--- src/rtl/register_seq_ctrl.sv ---
// register_seq_ctrl: store sequencer for the register bank.
// A start request launches a burst of single-cycle row writes to consecutive
// (wrapping) row addresses from a latched base, for a latched row count, with
// write data chosen by a latched data mode. Abort, busy and zero-length
// requests are handled.
//
// Handshake: start is sampled only in IDLE (dropped, not queued, otherwise).
// abort is sampled only in WRITE; the write shown in the sampling cycle still
// completes. done / aborted are single-cycle pulses and are mutually exclusive.
//
// Optional build macro REG_SEQ_WAIT_EN: adds a mem_ready input. While
// mem_ready is low in WRITE, the current write (address, data, strobe) and the
// index are held; a row only counts in a cycle where mem_ready is high.
// Abort is still honoured while stalled.
module register_seq_ctrl #(
  parameter int ADDR_W = 4,
  parameter int DATA_W = 16,
  parameter int CNT_W  = 4
) (
  input  logic              clk,
  input  logic              rstn,
  input  logic              start,
  input  logic              abort,
  input  logic [ADDR_W-1:0] base_addr,
  input  logic [CNT_W-1:0]  row_count,
  input  logic [1:0]        data_mode,
  input  logic [DATA_W-1:0] data_in,
`ifdef REG_SEQ_WAIT_EN
  input  logic              mem_ready,
`endif
  output logic [ADDR_W-1:0] rowaddr,
  output logic [DATA_W-1:0] wr_data,
  output logic              writemem,
  output logic              busy,
  output logic              done,
  output logic              aborted,
  output logic [1:0]        fsm_state
);

  typedef enum logic [1:0] {
    S_IDLE  = 2'd0,
    S_WRITE = 2'd1,
    S_DONE  = 2'd2,
    S_ABORT = 2'd3
  } state_t;

  state_t              state_q, state_d;
  logic [CNT_W-1:0]    idx_q, idx_d;
  logic [CNT_W-1:0]    cnt_q;
  logic [ADDR_W-1:0]   base_q;
  logic [1:0]          mode_q;
  logic [DATA_W-1:0]   data_q;
  logic                load;
  logic                advance;
  logic [ADDR_W-1:0]   cur_addr;

`ifdef REG_SEQ_WAIT_EN
  assign advance = mem_ready;
`else
  assign advance = 1'b1;
`endif

  // State, index and burst-parameter registers; parameters latch on accepted start.
  always_ff @(posedge clk or negedge rstn) begin
    if (!rstn) begin
      state_q <= S_IDLE;
      idx_q   <= '0;
      cnt_q   <= '0;
      base_q  <= '0;
      mode_q  <= '0;
      data_q  <= '0;
    end else begin
      state_q <= state_d;
      idx_q   <= idx_d;
      if (load) begin
        cnt_q  <= row_count;
        base_q <= base_addr;
        mode_q <= data_mode;
        data_q <= data_in;
      end
    end
  end

  // Next-state and index update.
  always_comb begin
    state_d = state_q;
    idx_d   = idx_q;
    load    = 1'b0;
    case (state_q)
      S_IDLE: begin
        idx_d = '0;
        if (start && !abort) begin
          load = 1'b1;
          if (row_count == '0) state_d = S_DONE;
          else                 state_d = S_WRITE;
        end
      end
      S_WRITE: begin
        if (abort) begin
          state_d = S_ABORT;
          idx_d   = '0;
        end else if (advance) begin
          if (idx_q == cnt_q - CNT_W'(1)) begin
            state_d = S_DONE;
            idx_d   = '0;
          end else begin
            idx_d = idx_q + CNT_W'(1);
          end
        end
      end
      S_DONE: begin
        state_d = S_IDLE;
        idx_d   = '0;
      end
      S_ABORT: begin
        state_d = S_IDLE;
        idx_d   = '0;
      end
      default: begin
        state_d = S_IDLE;
        idx_d   = '0;
      end
    endcase
  end

  assign cur_addr = base_q + ADDR_W'(idx_q);

  // Outputs decode straight from the state so an async reset clears them at once.
  always_comb begin
    writemem = 1'b0;
    rowaddr  = '0;
    wr_data  = '0;
    if (state_q == S_WRITE) begin
      writemem = 1'b1;
      rowaddr  = cur_addr;
      case (mode_q)
        2'd1:    wr_data = data_q;
        2'd2:    wr_data = data_q + DATA_W'(idx_q);
        default: wr_data = DATA_W'(cur_addr);
      endcase
    end
  end

  assign busy      = (state_q == S_WRITE) || (state_q == S_DONE);
  assign done      = (state_q == S_DONE);
  assign aborted   = (state_q == S_ABORT);
  assign fsm_state = state_q;

endmodule

--- config.mk ---
export PLATFORM = sky130hd
export DESIGN_NAME = register_seq_ctrl
export DESIGN_NICKNAME = d
export VERILOG_FILES = /design/src/rtl/register_seq_ctrl.sv
export SDC_FILE = /design/constraint.sdc
export NUM_CORES = 1
export LEC_CHECK = 0
export ABC_AREA = 0
export CAP_MARGIN = 20
export CORE_ASPECT_RATIO = 0.5
export CORE_UTILIZATION = 30
export CTS_CLUSTER_DIAMETER = 100
export DETAILED_ROUTE_END_ITERATION = 7
export PLACE_DENSITY = 0.56
export SKIP_LAST_GASP = 1
export SYNTH_ARGS = -nofsm -noshare
export SYNTH_HDL_FRONTEND = slang
export SYNTH_SLANG_ARGS = --single-unit
export TNS_END_PERCENT = 20
--- constraint.sdc ---
create_clock -name clk -period 2.9 [get_ports clk]
set_input_delay 0.29 -clock clk [delete_from_list [all_inputs] [get_ports clk]]
set_output_delay 0.29 -clock clk [all_outputs]
set_load 0.05 [all_outputs]
==> results.ini <==
[status]
outcome = finished, final reports clean

[drt]
wl_per_cell_um = 13.82
wl_met1_um = 2343
drt_first_iter_violations = 45
wl_um = 5128
wl_met3_um = 160
drt_first_pass_iters = 4
routed-wl-met2_um = 2514
highest_layer = met4
vias_per_cell = 4.881
drc = 0
antenna_left = 0
vias = 1811

[clocking]
clock_latency_ns = 0.27
root_buffer = clkbuf_16
h-tree-depth = 2
cts_made_buffers = 5
cts_hold_buffers = 0
clkTransAtPathRegs_ns = 0.05
cts.sinks = 32
cts_buffer_depth = 2
cts_tree = built

[synthesis]
synth_edf_count = 0
synthFlopType = dfrtp_1
yosysTopAreaCell = dfrtp_1
yosys_warnings = 0
yosys.cell_types.count = 43
synth-xor-area-share_pct = 6.006
syn_nets = 260
yosys-top-cells-area = dfrtp_1 37%, mux2_2 14%, ha_1 8.7%
synth_top_area_share_pct = 37.32
syn_area_per_cell_sq_um = 10.07
synth_area_sq_mm = 0.002146
async_flop_share_pct = 100.0
synthSimpleGateAreaFrac_pct = 13.70
ys_seq_area_share_pct = 37.32
synth-seq-cells = 32
synth_top_family_by_area = compound AO/OA/AOI/OAI gates
muxShareOfSynthArea_pct = 13.64
synth_compound_area_share_pct = 14.69
yosys.area_share.adder_pct = 10.61
syn_inst = 213

[floorplanning]
dieHeight_um = 61.81
die_width_um = 121.6
rows = 21
coreArea_sq_mm = 0.006805
die_area_sq_mm = 0.007516
initial_utilization_pct = 31.53
io_pins = 56

[worst_setup_path]
crit_family = buffers and inverters
cp-end-kind = output pin
crit_slowest_cell = clkdlybuf4s50_1
r2r_slack_ns = 0.83
r2r_end = fsm_state[0]
critPathRequiredTime_ns = 2.61
timing.rr.start = cnt_q[0]
startpoint_type = flop
cp_num_buf_inv = 1
arrival_ns = 2.53
reg2regPathDepth = 6
path_class = reg -> out
worstPathMaxFanout = 6
max_stage_delay_ns = 0.80
path_cells = ha_1 > a21o_1 > a21oi_1 > xnor2_1 > and2_1 > clkdlybuf4s50_1

[global_route]
grt_pass1_vias = 1812
track_usage_pct = 14.77
antenna_found_initial = 0
grt_max_degree = 33
grt_pass1_wl_um = 8390
overflow = 0

[timing]
finClkSkew_ns = 0.002518
finalHoldViolations = 0
slew_violations = 0
rsz0062_at_grt = yes
finalCritPeriodShare_pct = 97.08
slew-limit-headroom_pct = 66.19
finalSetupViolations = 0
worstMarginPinSlew_ns = 0.5056
fin_ws_ns = 0.08465
period_needed_ns = 2.815
max_freq_mhz = 355.2

[power]
powerDensity_mw_per_mm2 = 1063
leakage_nw = 1.317
peakVddDrop_v = 0.0003342

[placed_design]
gp_congestion = 0.7572
dp_slack_ns = 0.2274
io_buffers = 55
dpl.hpwl_um = 3842

[cells_and_area]
final_common_cell = clkdlybuf4s50_1
most-common-layout-cells = 40 x clkdlybuf4s50_1, 30 x dfrtp_1, 26 x mux2_2, 17 x inv_1, 15 x nor2_1
antenna_cells = 0
final_util_pct = 46.94
fillers = 625
drive_gt1_share_pct = 28.67
layout.nets = 325
area_growth_pct = 48.86

[run]
drv_cap = 0

[worst_hold_path]
min_path_type = in -> async

-- flip-flops by register name, summed over array words and instances (netlist names) --
register,flops
base_q,4
idx_q,4
cnt_q,4
data_q,16
fsm_state,2
mode_q,2
-- stage by stage --
step                      hold slack, ns  setup TNS, ns  area [sq um]  total power [W]  cells
after global routing              0.4801       -0.02494          3194         0.003637    371
after detailed placement          0.5167              0          2979         0.002866    359
final                             0.4172              0          3194         0.003395    371
after global placement            0.5069              0          2979         0.002834    359
after floorplan                -0.005591       -0.05097          2210         0.002223    213
after CTS                         0.4325              0          3139         0.003408    367
-- metal layers --
metal,track usage (%),up-vias
li1,-,903
met1,18.51,862
met2,24.92,36
met3,3.193,10
met4,7.407,0
met5,0,-
-- worst max-delay path by stage --
stage	from	end	slack, ns	cells after the start
4_1_cts	idx_q[2]	wr_data[15]	0.009	7
3_5_place_dp	idx_q[0]	wr_data[14]	0.23	9
2_1_floorplan	fsm_state[0]	wr_data[14]	-0.03	6
3_3_place_gp	idx_q[0]	wr_data[14]	0.31	9
5_1_grt	idx_q[1]	rowaddr[3]	-0.02	6
6_report	idx_q[1]	rowaddr[3]	0.08	6
-- kinds of logic after synthesis --
| family | after synthesis |
|---|---|
| DFF | 32 |
| adders and majority gates | 17 |
| muxes | 26 |
| xor gates and xnor gates | 13 |
| buffers and inverters | 22 |
| and+or+nand+nor | 57 |
| AOI/OAI and AO/OA | 46 |
-- power by group --
group / internal (W) / total, W / leakage [nW] / switching [W]
logic: 0.000868 / 0.00196 / 0.855 / 0.00109
clock network: 0.000338 / 0.000527 / 0.0766 / 0.000189
registers: 0.000652 / 0.000906 / 0.385 / 0.000254
total: 0.00186 / 0.00339 / 1.32 / 0.00154
-- Yosys cell counts, types with 2 or more instances --
| cell type | count |
|---|---|
| xnor2_1 | 8 |
| nand2_1 | 13 |
| fa_1 | 2 |
| a21o_1 | 2 |
| a211oi_1 | 2 |
| and2_1 | 5 |
| nor2b_1 | 2 |
| o311ai_1 | 3 |
| nand2b_1 | 2 |
| or4_1 | 2 |
| a31oi_1 | 5 |
| dfrtp_1 | 32 |
| xnor2_2 | 2 |
| o21ai_1 | 6 |
| a21oi_1 | 11 |
| clkbuf_1 | 3 |
| nand4_1 | 2 |
| nand3_1 | 5 |
| ha_1 | 15 |
| inv_1 | 17 |
| mux2_2 | 26 |
| xor2_1 | 3 |
| o21ai_0 | 6 |
| a221oi_1 | 4 |
| nor2_1 | 17 |
-- final cells by class --
| type | count | area, sq um | share of cell area [%] |
|---|---|---|---|
| Multi-Input combinational cell | 159 | 1356 | 42.46 |
| Inverter | 18 | 67.56 | 2.115 |
| Clock buffer | 6 | 138.9 | 4.348 |
| Tap cell | 92 | 115.1 | 3.604 |
| Sequential cell | 32 | 803.3 | 25.15 |
| Clock inverter | 2 | 10.01 | 0.3134 |
| Timing Repair Buffer | 62 | 703.2 | 22.01 |
-- repair_timing --
action                     4_1_cts  5_1_grt
setup endpoints to repair        2        7
buffers inserted                 0        4
pin swaps                        0        2
gates resized for setup          2        7
Power figures use the tool's default switching activity.
